[src/rtl/stopwatch_pkg.sv]
// Shared types and constants for the stopwatch core: FSM states, BCD digit
// limits and active-low 7-segment patterns ({g,f,e,d,c,b,a}).
package stopwatch_pkg;

  typedef enum logic [1:0] {
    ST_IDLE    = 2'd0,
    ST_RUN     = 2'd1,
    ST_PAUSED  = 2'd2,
    ST_STOPPED = 2'd3
  } state_t;

  typedef struct packed {
    logic [3:0] minutes;
    logic [3:0] tens;
    logic [3:0] units;
    logic [3:0] tenths;
  } time_t;

  localparam logic [3:0] TENTHS_MAX  = 4'd9;
  localparam logic [3:0] UNITS_MAX   = 4'd9;
  localparam logic [3:0] TENS_MAX    = 4'd5;
  localparam logic [3:0] MINUTES_MAX = 4'd9;

  localparam logic [6:0] SEG_0     = 7'b1000000;
  localparam logic [6:0] SEG_1     = 7'b1111001;
  localparam logic [6:0] SEG_2     = 7'b0100100;
  localparam logic [6:0] SEG_3     = 7'b0110000;
  localparam logic [6:0] SEG_4     = 7'b0011001;
  localparam logic [6:0] SEG_5     = 7'b0010010;
  localparam logic [6:0] SEG_6     = 7'b0000010;
  localparam logic [6:0] SEG_7     = 7'b1111000;
  localparam logic [6:0] SEG_8     = 7'b0000000;
  localparam logic [6:0] SEG_9     = 7'b0010000;
  localparam logic [6:0] SEG_BLANK = 7'b1111111;

endpackage

[src/rtl/seg7_decode.sv]
// Combinational BCD to active-low 7-segment decoder; non-BCD codes blank.
module seg7_decode
  import stopwatch_pkg::*;
(
  input  logic [3:0] bcd_i,
  output logic [6:0] seg_o
);

  always_comb begin
    seg_o = SEG_BLANK;
    case (bcd_i)
      4'd0: seg_o = SEG_0;
      4'd1: seg_o = SEG_1;
      4'd2: seg_o = SEG_2;
      4'd3: seg_o = SEG_3;
      4'd4: seg_o = SEG_4;
      4'd5: seg_o = SEG_5;
      4'd6: seg_o = SEG_6;
      4'd7: seg_o = SEG_7;
      4'd8: seg_o = SEG_8;
      4'd9: seg_o = SEG_9;
      default: seg_o = SEG_BLANK;
    endcase
  end

endmodule

[src/rtl/stopwatch_core.sv]
// Stopwatch: button edge detection, IDLE/RUN/PAUSED/STOPPED control, a BCD
// m:ss.t counter advanced by tick, and a multiplexed 4-digit display scan.
module stopwatch_core
  import stopwatch_pkg::*;
#(
  parameter int unsigned REFRESH_DIV = 50000
) (
  input  logic       clk,
  input  logic       reset_n,
  input  logic       tick,
  input  logic       start_e,
  input  logic       pause_e,
  input  logic       stop_e,
  input  logic       clear_e,
  output logic [6:0] seg,
  output logic [3:0] pos,
  output logic       run
);

  localparam int unsigned CW = (REFRESH_DIV > 1) ? $clog2(REFRESH_DIV) : 1;

  // Button order in the vectors below: {clear, stop, pause, start}
  logic [3:0] btn_in;
  logic [3:0] btn_q, btn_prev_q;
  logic       armed_q;
  logic [3:0] press;

  state_t     state_q, state_d;
  time_t      time_q, time_d;

  logic [CW-1:0] cnt_q, cnt_d;
  logic          refresh_tc;
  logic [1:0]    slot_q, slot_d;
  logic [3:0]    digit;
  logic [6:0]    seg_dec;
  logic [6:0]    seg_q, seg_d;
  logic [3:0]    pos_q, pos_d;
  logic [3:0]    pos_onehot;

  assign btn_in = {clear_e, stop_e, pause_e, start_e};

  // The first edge after reset primes both stages with the live level, so a
  // button already held through reset release never reads as a press.
  always_ff @(posedge clk or negedge reset_n) begin
    if (!reset_n) begin
      btn_q      <= '0;
      btn_prev_q <= '0;
      armed_q    <= 1'b0;
    end else begin
      btn_q      <= btn_in;
      btn_prev_q <= armed_q ? btn_q : btn_in;
      armed_q    <= 1'b1;
    end
  end

  assign press = btn_q & ~btn_prev_q;

  always_comb begin
    state_d = state_q;
    if (press[3]) begin
      state_d = ST_IDLE;
    end else begin
      case (state_q)
        ST_IDLE:    if (press[0]) state_d = ST_RUN;
        ST_RUN:     if (press[2]) state_d = ST_STOPPED;
                    else if (press[1]) state_d = ST_PAUSED;
        ST_PAUSED:  if (press[2]) state_d = ST_STOPPED;
                    else if (press[0]) state_d = ST_RUN;
        ST_STOPPED: state_d = ST_STOPPED;
        default:    state_d = ST_IDLE;
      endcase
    end
  end

  always_comb begin
    time_d = time_q;
    if (press[3]) begin
      time_d = '0;
    end else if (tick && (state_q == ST_RUN)) begin
      if (time_q.tenths != TENTHS_MAX) begin
        time_d.tenths = time_q.tenths + 4'd1;
      end else begin
        time_d.tenths = 4'd0;
        if (time_q.units != UNITS_MAX) begin
          time_d.units = time_q.units + 4'd1;
        end else begin
          time_d.units = 4'd0;
          if (time_q.tens != TENS_MAX) begin
            time_d.tens = time_q.tens + 4'd1;
          end else begin
            time_d.tens    = 4'd0;
            time_d.minutes = (time_q.minutes == MINUTES_MAX) ? 4'd0
                                                             : time_q.minutes + 4'd1;
          end
        end
      end
    end
  end

  always_ff @(posedge clk or negedge reset_n) begin
    if (!reset_n) begin
      state_q <= ST_IDLE;
      time_q  <= '0;
    end else begin
      state_q <= state_d;
      time_q  <= time_d;
    end
  end

  assign run = (state_q == ST_RUN);

  assign refresh_tc = (cnt_q == CW'(REFRESH_DIV - 1));

  always_comb begin
    cnt_d  = refresh_tc ? '0 : cnt_q + 1'b1;
    slot_d = refresh_tc ? slot_q + 2'd1 : slot_q;
  end

  always_comb begin
    digit = time_q.tenths;
    case (slot_q)
      2'd0: digit = time_q.tenths;
      2'd1: digit = time_q.units;
      2'd2: digit = time_q.tens;
      2'd3: digit = time_q.minutes;
      default: digit = time_q.tenths;
    endcase
  end

  seg7_decode u_seg7_decode (
    .bcd_i (digit),
    .seg_o (seg_dec)
  );

  always_comb begin
    pos_onehot = 4'b0001 << slot_q;
    seg_d      = seg_dec;
    pos_d      = ~pos_onehot;
  end

  always_ff @(posedge clk or negedge reset_n) begin
    if (!reset_n) begin
      cnt_q  <= '0;
      slot_q <= 2'd0;
      seg_q  <= SEG_BLANK;
      pos_q  <= 4'b1111;
    end else begin
      cnt_q  <= cnt_d;
      slot_q <= slot_d;
      seg_q  <= seg_d;
      pos_q  <= pos_d;
    end
  end

  assign seg = seg_q;
  assign pos = pos_q;

endmodule

[config.mk]
export PLATFORM = sky130hd
export DESIGN_NAME = stopwatch_core
export DESIGN_NICKNAME = d
export VERILOG_FILES = /design/src/rtl/stopwatch_pkg.sv /design/src/rtl/seg7_decode.sv /design/src/rtl/stopwatch_core.sv
export SDC_FILE = /design/constraint.sdc
export NUM_CORES = 1
export LEC_CHECK = 0
export ABC_CLOCK_PERIOD_IN_PS = 2650
export CAP_MARGIN = 15
export CORE_MARGIN = 8
export CORE_UTILIZATION = 30
export CTS_CLUSTER_SIZE = 28
export DETAILED_ROUTE_END_ITERATION = 10
export HOLD_SLACK_MARGIN = 0.02
export SKIP_LAST_GASP = 1
export SLEW_MARGIN = 40
export SYNTH_ARGS = -nofsm -noshare
export SYNTH_HDL_FRONTEND = slang
export SYNTH_HIERARCHICAL = 1
export SYNTH_SLANG_ARGS = --single-unit
[constraint.sdc]
create_clock -name clk -period 2.65 [get_ports clk]
set_clock_uncertainty 0.05 [all_clocks]
set_input_delay 0.53 -clock clk [delete_from_list [all_inputs] [get_ports clk]]
set_output_delay 0.53 -clock clk [all_outputs]
set_load 0.02 [all_outputs]
==> Word level (Yosys, flattened, before mapping) <==
Memory sizes are Yosys's and may differ from the RTL's. A register that Yosys moved wholly into a read port is not among the register bits.
Index checks and enable logic that the tools add are counted.
{ "op_classes": {"n_bitwise": 3, "eq_ne": 15, "mux": 18, "n_reduce_logical": 8, "shifts": 1, "add_sub_neg": 6} }
{ "op_table": {"columns": ["operator", "n"], "rows": [
  ["2-to-1 mux 16 bit", 3],
  ["2-to-1 mux 4 bit", 6],
  ["adder 16 x 1 -> 16 bit, second input constant", 1],
  ["adder 4 x 1 -> 4 bit, second input constant", 4],
  ["equality test 16 bit, second input constant", 1],
  ["case mux 4 bit (4 select lines)", 1],
  ["2-to-1 mux 12 bit", 1],
  ["2-to-1 mux 2 bit", 5],
  ["equality test 2 bit, second input constant", 4],
  ["2-to-1 mux 8 bit", 1],
  ["!= test 4 bit, second input constant", 2],
  ["NOT 4 bit", 2],
  ["case mux 2 bit (4 select lines)", 1],
  ["!= test 2 bit, second input constant", 3],
  ["AND 4 bit", 1],
  ["equality test 2 x 1 -> 1 bit, second input constant", 2],
  ["equality test 4 bit, second input constant", 1],
  ["zero test 2 bit", 2],
  ["!= test 4 x 1 -> 1 bit, second input constant", 1],
  ["!= test 4 x 3 -> 1 bit, second input constant", 1],
  ["AND reduction 4 bit", 1],
  ["left shift 1 x 2 -> 4 bit, first input constant", 1],
  ["AND reduction 3 bit", 1],
  ["adder 2 x 1 -> 2 bit, second input constant", 1],
  ["4 further kinds", 4]
]} }
{ "totals": {"input_bits": 7, "register_bits": 49, "rom_bits": 112, "output_inout_bits": 12, "word_cells": 63, "mem_count": 1} }
{ "memory_table": {"columns": ["name", "depth", "width", "rd", "rd_clocked_by_memory_dff", "write_ports", "line", "source"], "rows": [
  ["(name not given)", 16, 7, 1, 1, 0, "seg7_decode.sv:11", "case (bcd_i)"]
]} }

==> Longest topological paths before layout <==
{ "logic_depth": {"depth_word": 7, "ltp_mapped": 9} }

==> Cells and area by module <==
The synthesis kept the hierarchy.
{ "modules_own_cells": {"columns": ["mod", "area_per_inst_um2", "seq_area_each_um2", "instances", "cells_per_inst"], "rows": [
  ["stopwatch_core", 2647.5, 1415.1, 1, 242],
  ["seg7_decode", 200.2, 0.0, 1, 31]
]} }

==> Worst setup path before layout <==
Ideal clock, no wire load.
{ "synth_path": {"path_kind": "register to register", "start": "register slot_q[0]", "end": "register seg_q[3] (netlist: seg[3])", "path_stages_with_launch": 10, "arrival_ps": 2035, "synth_period_minus_slack_ps": 2168, "setup_slack_ps": 482, "path_cell_list": "dfrtp_1 inv_1 ha_1 buf_1 mux2i_1 inv_1 ha_1 or2_1 a21oi_1 nor2_1"} }
{ "synth_between": {"elab_chain_len": 2} }
{ "synth_lines": {"columns": ["item", "line", "source"], "rows": [
  ["start, declared", "stopwatch_core.sv:33", "logic [1:0] slot_q, slot_d;"],
  ["start signal, assigned", "stopwatch_core.sv:149", "slot_q <= slot_d;"],
  ["equality test 2 bit, or another cell as far along", "stopwatch_core.sv:121", "case (slot_q)"],
  ["case mux 4 bit (4 select lines) *", "stopwatch_core.sv:121", null],
  ["via digit[1]", "stopwatch_core.sv:34", "logic [3:0] digit;"],
  ["end, declared", "stopwatch_core.sv:36", "logic [6:0] seg_q, seg_d;"]
]} }
The timed path passes the listed nets; every way through them passes the cells marked *.
A chain may end at the register's enable or synchronous reset.

==> Worst setup path in the final report <==
Ends and elaborated chain as after synthesis.

==> metrics.csv <==
metric,value,unit
status,completed,
n_antenna_cell,0,
tightest_slew,0.7335,ns
arrival,2.49,ns
synth_cells,273,
core_area,0.009240,mm²
hold_path.class,primary input to async pin,
clk_pin_slew,0.10,ns
first_pass_iters,4,
grt_first_pass_wirelength,9204,µm
ys_seq_elements,56,
numCtsBuffers,5,
grt_use_total,8.576,%
fin_crit_sh,86.60,%
drcViolationCount,0,
antenna_found_initial,0,
critPathCaptureType,flip-flop,
io_buffers,18,
overflow,0,
antenna_left,0,
gp_congestion,0.8056,
synth.net_count,299,
finish.utilization,35.29,%
hold_violations,0,
path_max_fanout,5,
ys.flop_type,dfrtp_1,
synth.yosys.seq_area_share,49.69,%
slowest_delay,0.50,ns
clk_path_buf_depth,2,
nNetsFinal,321,
cts.sinks,56,
synth_top_area_share,39.54,%
post_cts_buffers,0,
htreeDepth,2,
hold_buffers,0,
synthDistinctLibCells,50,
drtIter0Drc,88,
min_period,2.295,ns
cts_root_buf,clkbuf_8,
start_kind,flip-flop,
tns,0,ns
yosysWarnings,6,
die_x,113.4,µm
rows,35,
hpwl,3752,µm
ys_async_sr_fraction,100.0,%
io_pins,19,
crit_type,flip-flop to flip-flop,
cp_slowest_cell,mux2i_1,
fp.dieH,113.4,µm
rsz0062_at_grt,no,
num_vias,1969,
drive_above_1_share,11.82,%
cts.repair.resized,0,
clock_latency,0.30,ns
report.final.slew_viol_count,0,
cts_tree,yes,
wire_per_inst,12.19,µm
timing.fmax,435.8,MHz
dp_slack,0.3550,ns
slew_headroom,49.70,%
grt_pass1_vias,1957,
areaGrowthSynthToFinish,14.50,%
start_util,30.82,%
setup_slack,0.3551,ns
power_density,697.7,mW/mm²
setup-violations-final,0,
viasPerCell,4.633,
vdd_drop_max,274.6,µV
synth-edff-count,0,
synth_largest_area_cell,dfrtp_1,
ys_top_cells_by_area,"dfrtp_1 (40%), dfstp_2 (10%), ha_1 (8.3%), inv_1 (3.2%), xnor2_1 (3.1%)",
finalWirelength,5182,µm
die-area,0.01287,mm²
synth_area_per_cell,10.43,µm²
path_cells,"inv_1, ha_1, mux2i_1, inv_1, ha_1, or2_1, a21oi_1, nor2_1",
cap_violations,0,
leakage,0.001397,µW
worst-endpoint-required,2.84,ns
synthesis.area,0.002848,mm²
grt_max_degree,57,
[worst paths after layout]
kind | slack [ns] | start | cells past startpoint | endpoint
max in group asynchronous | 1.78 | reset_n | 2 | state_q[0]
hold reg to reg | 0.43 | cnt_q[0] | 1 | cnt_q[0]
min in group clk | 0.43 | cnt_q[0] | 1 | cnt_q[0]
hold / removal | 0.30 | reset_n | 2 | time_q[6]
setup reg to reg | 0.36 | slot_q[0] | 8 | seg[3]
setup / recovery | 0.36 | slot_q[0] | 8 | seg[3]
[through the flow]
stage	total power (µW)	instance area [µm²]	hold slack (ns)	std cells
2_1_floorplan	1577	2848	0.1844	273
3_3_place_gp	1807	3167	0.4238	417
3_5_place_dp	1822	3167	0.4237	417
4_1_cts	2311	3261	0.3422	425
5_1_grt	2441	3261	0.3802	425
6_report	2275	3261	0.2988	425
[flip-flops by register name (all words and copies together) (netlist names)]
register,count
cnt_q,16
time_q,16
seg,7
btn_prev_q,4
btn_q,4
pos,4
slot_q,2
state_q,2
armed_q,1
[report_power, final]
group / total [µW] / leakage, µW / switching [µW] / internal (µW)
logic: 661 / 0.000661 / 377 / 284
registers: 1140 / 0.000692 / 125 / 1010
clock network: 478 / 0.0000445 / 265 / 213
total: 2270 / 0.00140 / 767 / 1510
[metal layers]
metal | GRT usage, % | vias to the layer above | wire (µm)
met2 | 13.53 | 37 | 2307
met5 | 0 | - | 0
met3 | 2.166 | 5 | 195
met4 | 2.131 | 0 | 42
met1 | 11.47 | 938 | 2636
li1 | - | 989 | -
[cells in the final DEF (no fill, tap or decap), types with 2 or more instances in the layout]
| cell type | n |
|---|---|
| o21ai_0 | 17 |
| nand2b_1 | 4 |
| a21oi_1 | 7 |
| nand3b_1 | 2 |
| ha_1 | 19 |
| clkbuf_8 | 6 |
| nand2_1 | 22 |
| a31oi_1 | 2 |
| mux2i_1 | 5 |
| a222oi_1 | 4 |
| and3b_1 | 2 |
| nand3_1 | 15 |
| xnor2_1 | 10 |
| mux2_2 | 5 |
| dfrtp_1 | 45 |
| nor4_1 | 4 |
| dfstp_2 | 11 |
| o41ai_1 | 2 |
| nand4_1 | 5 |
| clkdlybuf4s50_1 | 17 |
| nor3_1 | 9 |
| nor2_1 | 20 |
| buf_4 | 4 |
| nor2b_1 | 5 |
| xor2_1 | 5 |
| inv_1 | 24 |
[synth_stat cells (all sizes together), types with 2 or more instances]
| master | n |
|---|---|
| nor3 | 10 |
| dfstp | 11 |
| o31ai | 2 |
| nor2 | 20 |
| nor2b | 5 |
| a21oi | 8 |
| ha | 19 |
| dfrtp | 45 |
| nor4 | 5 |
| nand2b | 4 |
| mux2i | 5 |
| buf | 6 |
| mux2 | 5 |
| a31oi | 3 |
| nand3 | 15 |
| xnor2 | 10 |
| nand4 | 5 |
| o41ai | 2 |
| nand2 | 22 |
| o21ai | 18 |
| xor2 | 5 |
| inv | 24 |
| a222oi | 4 |
| nand3b | 2 |
| and3b | 4 |
[cells by family after synthesis]
family	after synthesis	share of synthesized area [%]
adders and majority gates	19	8.348
DFF	56	49.69
and+or+nand+nor	98	18.23
AOI/OAI and AO/OA	43	10.41
muxes	10	3.735
xor gates and xnor gates	15	4.613
buffers and inverters	31	4.833
other	1	0.1317
[critical path: cells and delay by family (launching register included)]
kind,cells,cell delay [ns]
muxes,1,0.50
AOI/OAI and AO/OA,1,0.15
and+or+nand+nor,2,0.27
buffers and inverters,2,0.33
adders and majority gates,2,0.52
DFF,1,0.41
[cell type report]
class,instances,area (µm²)
clock buffer,7,86.33
clock inverter,1,7.507
fill,926,5979
inverter,24,90.09
multi-input combinational,186,1295
sequential,56,1415
tap,129,161.4
timing repair buffer,22,205.2
Note: power is estimated with default switching activity, not from simulation.
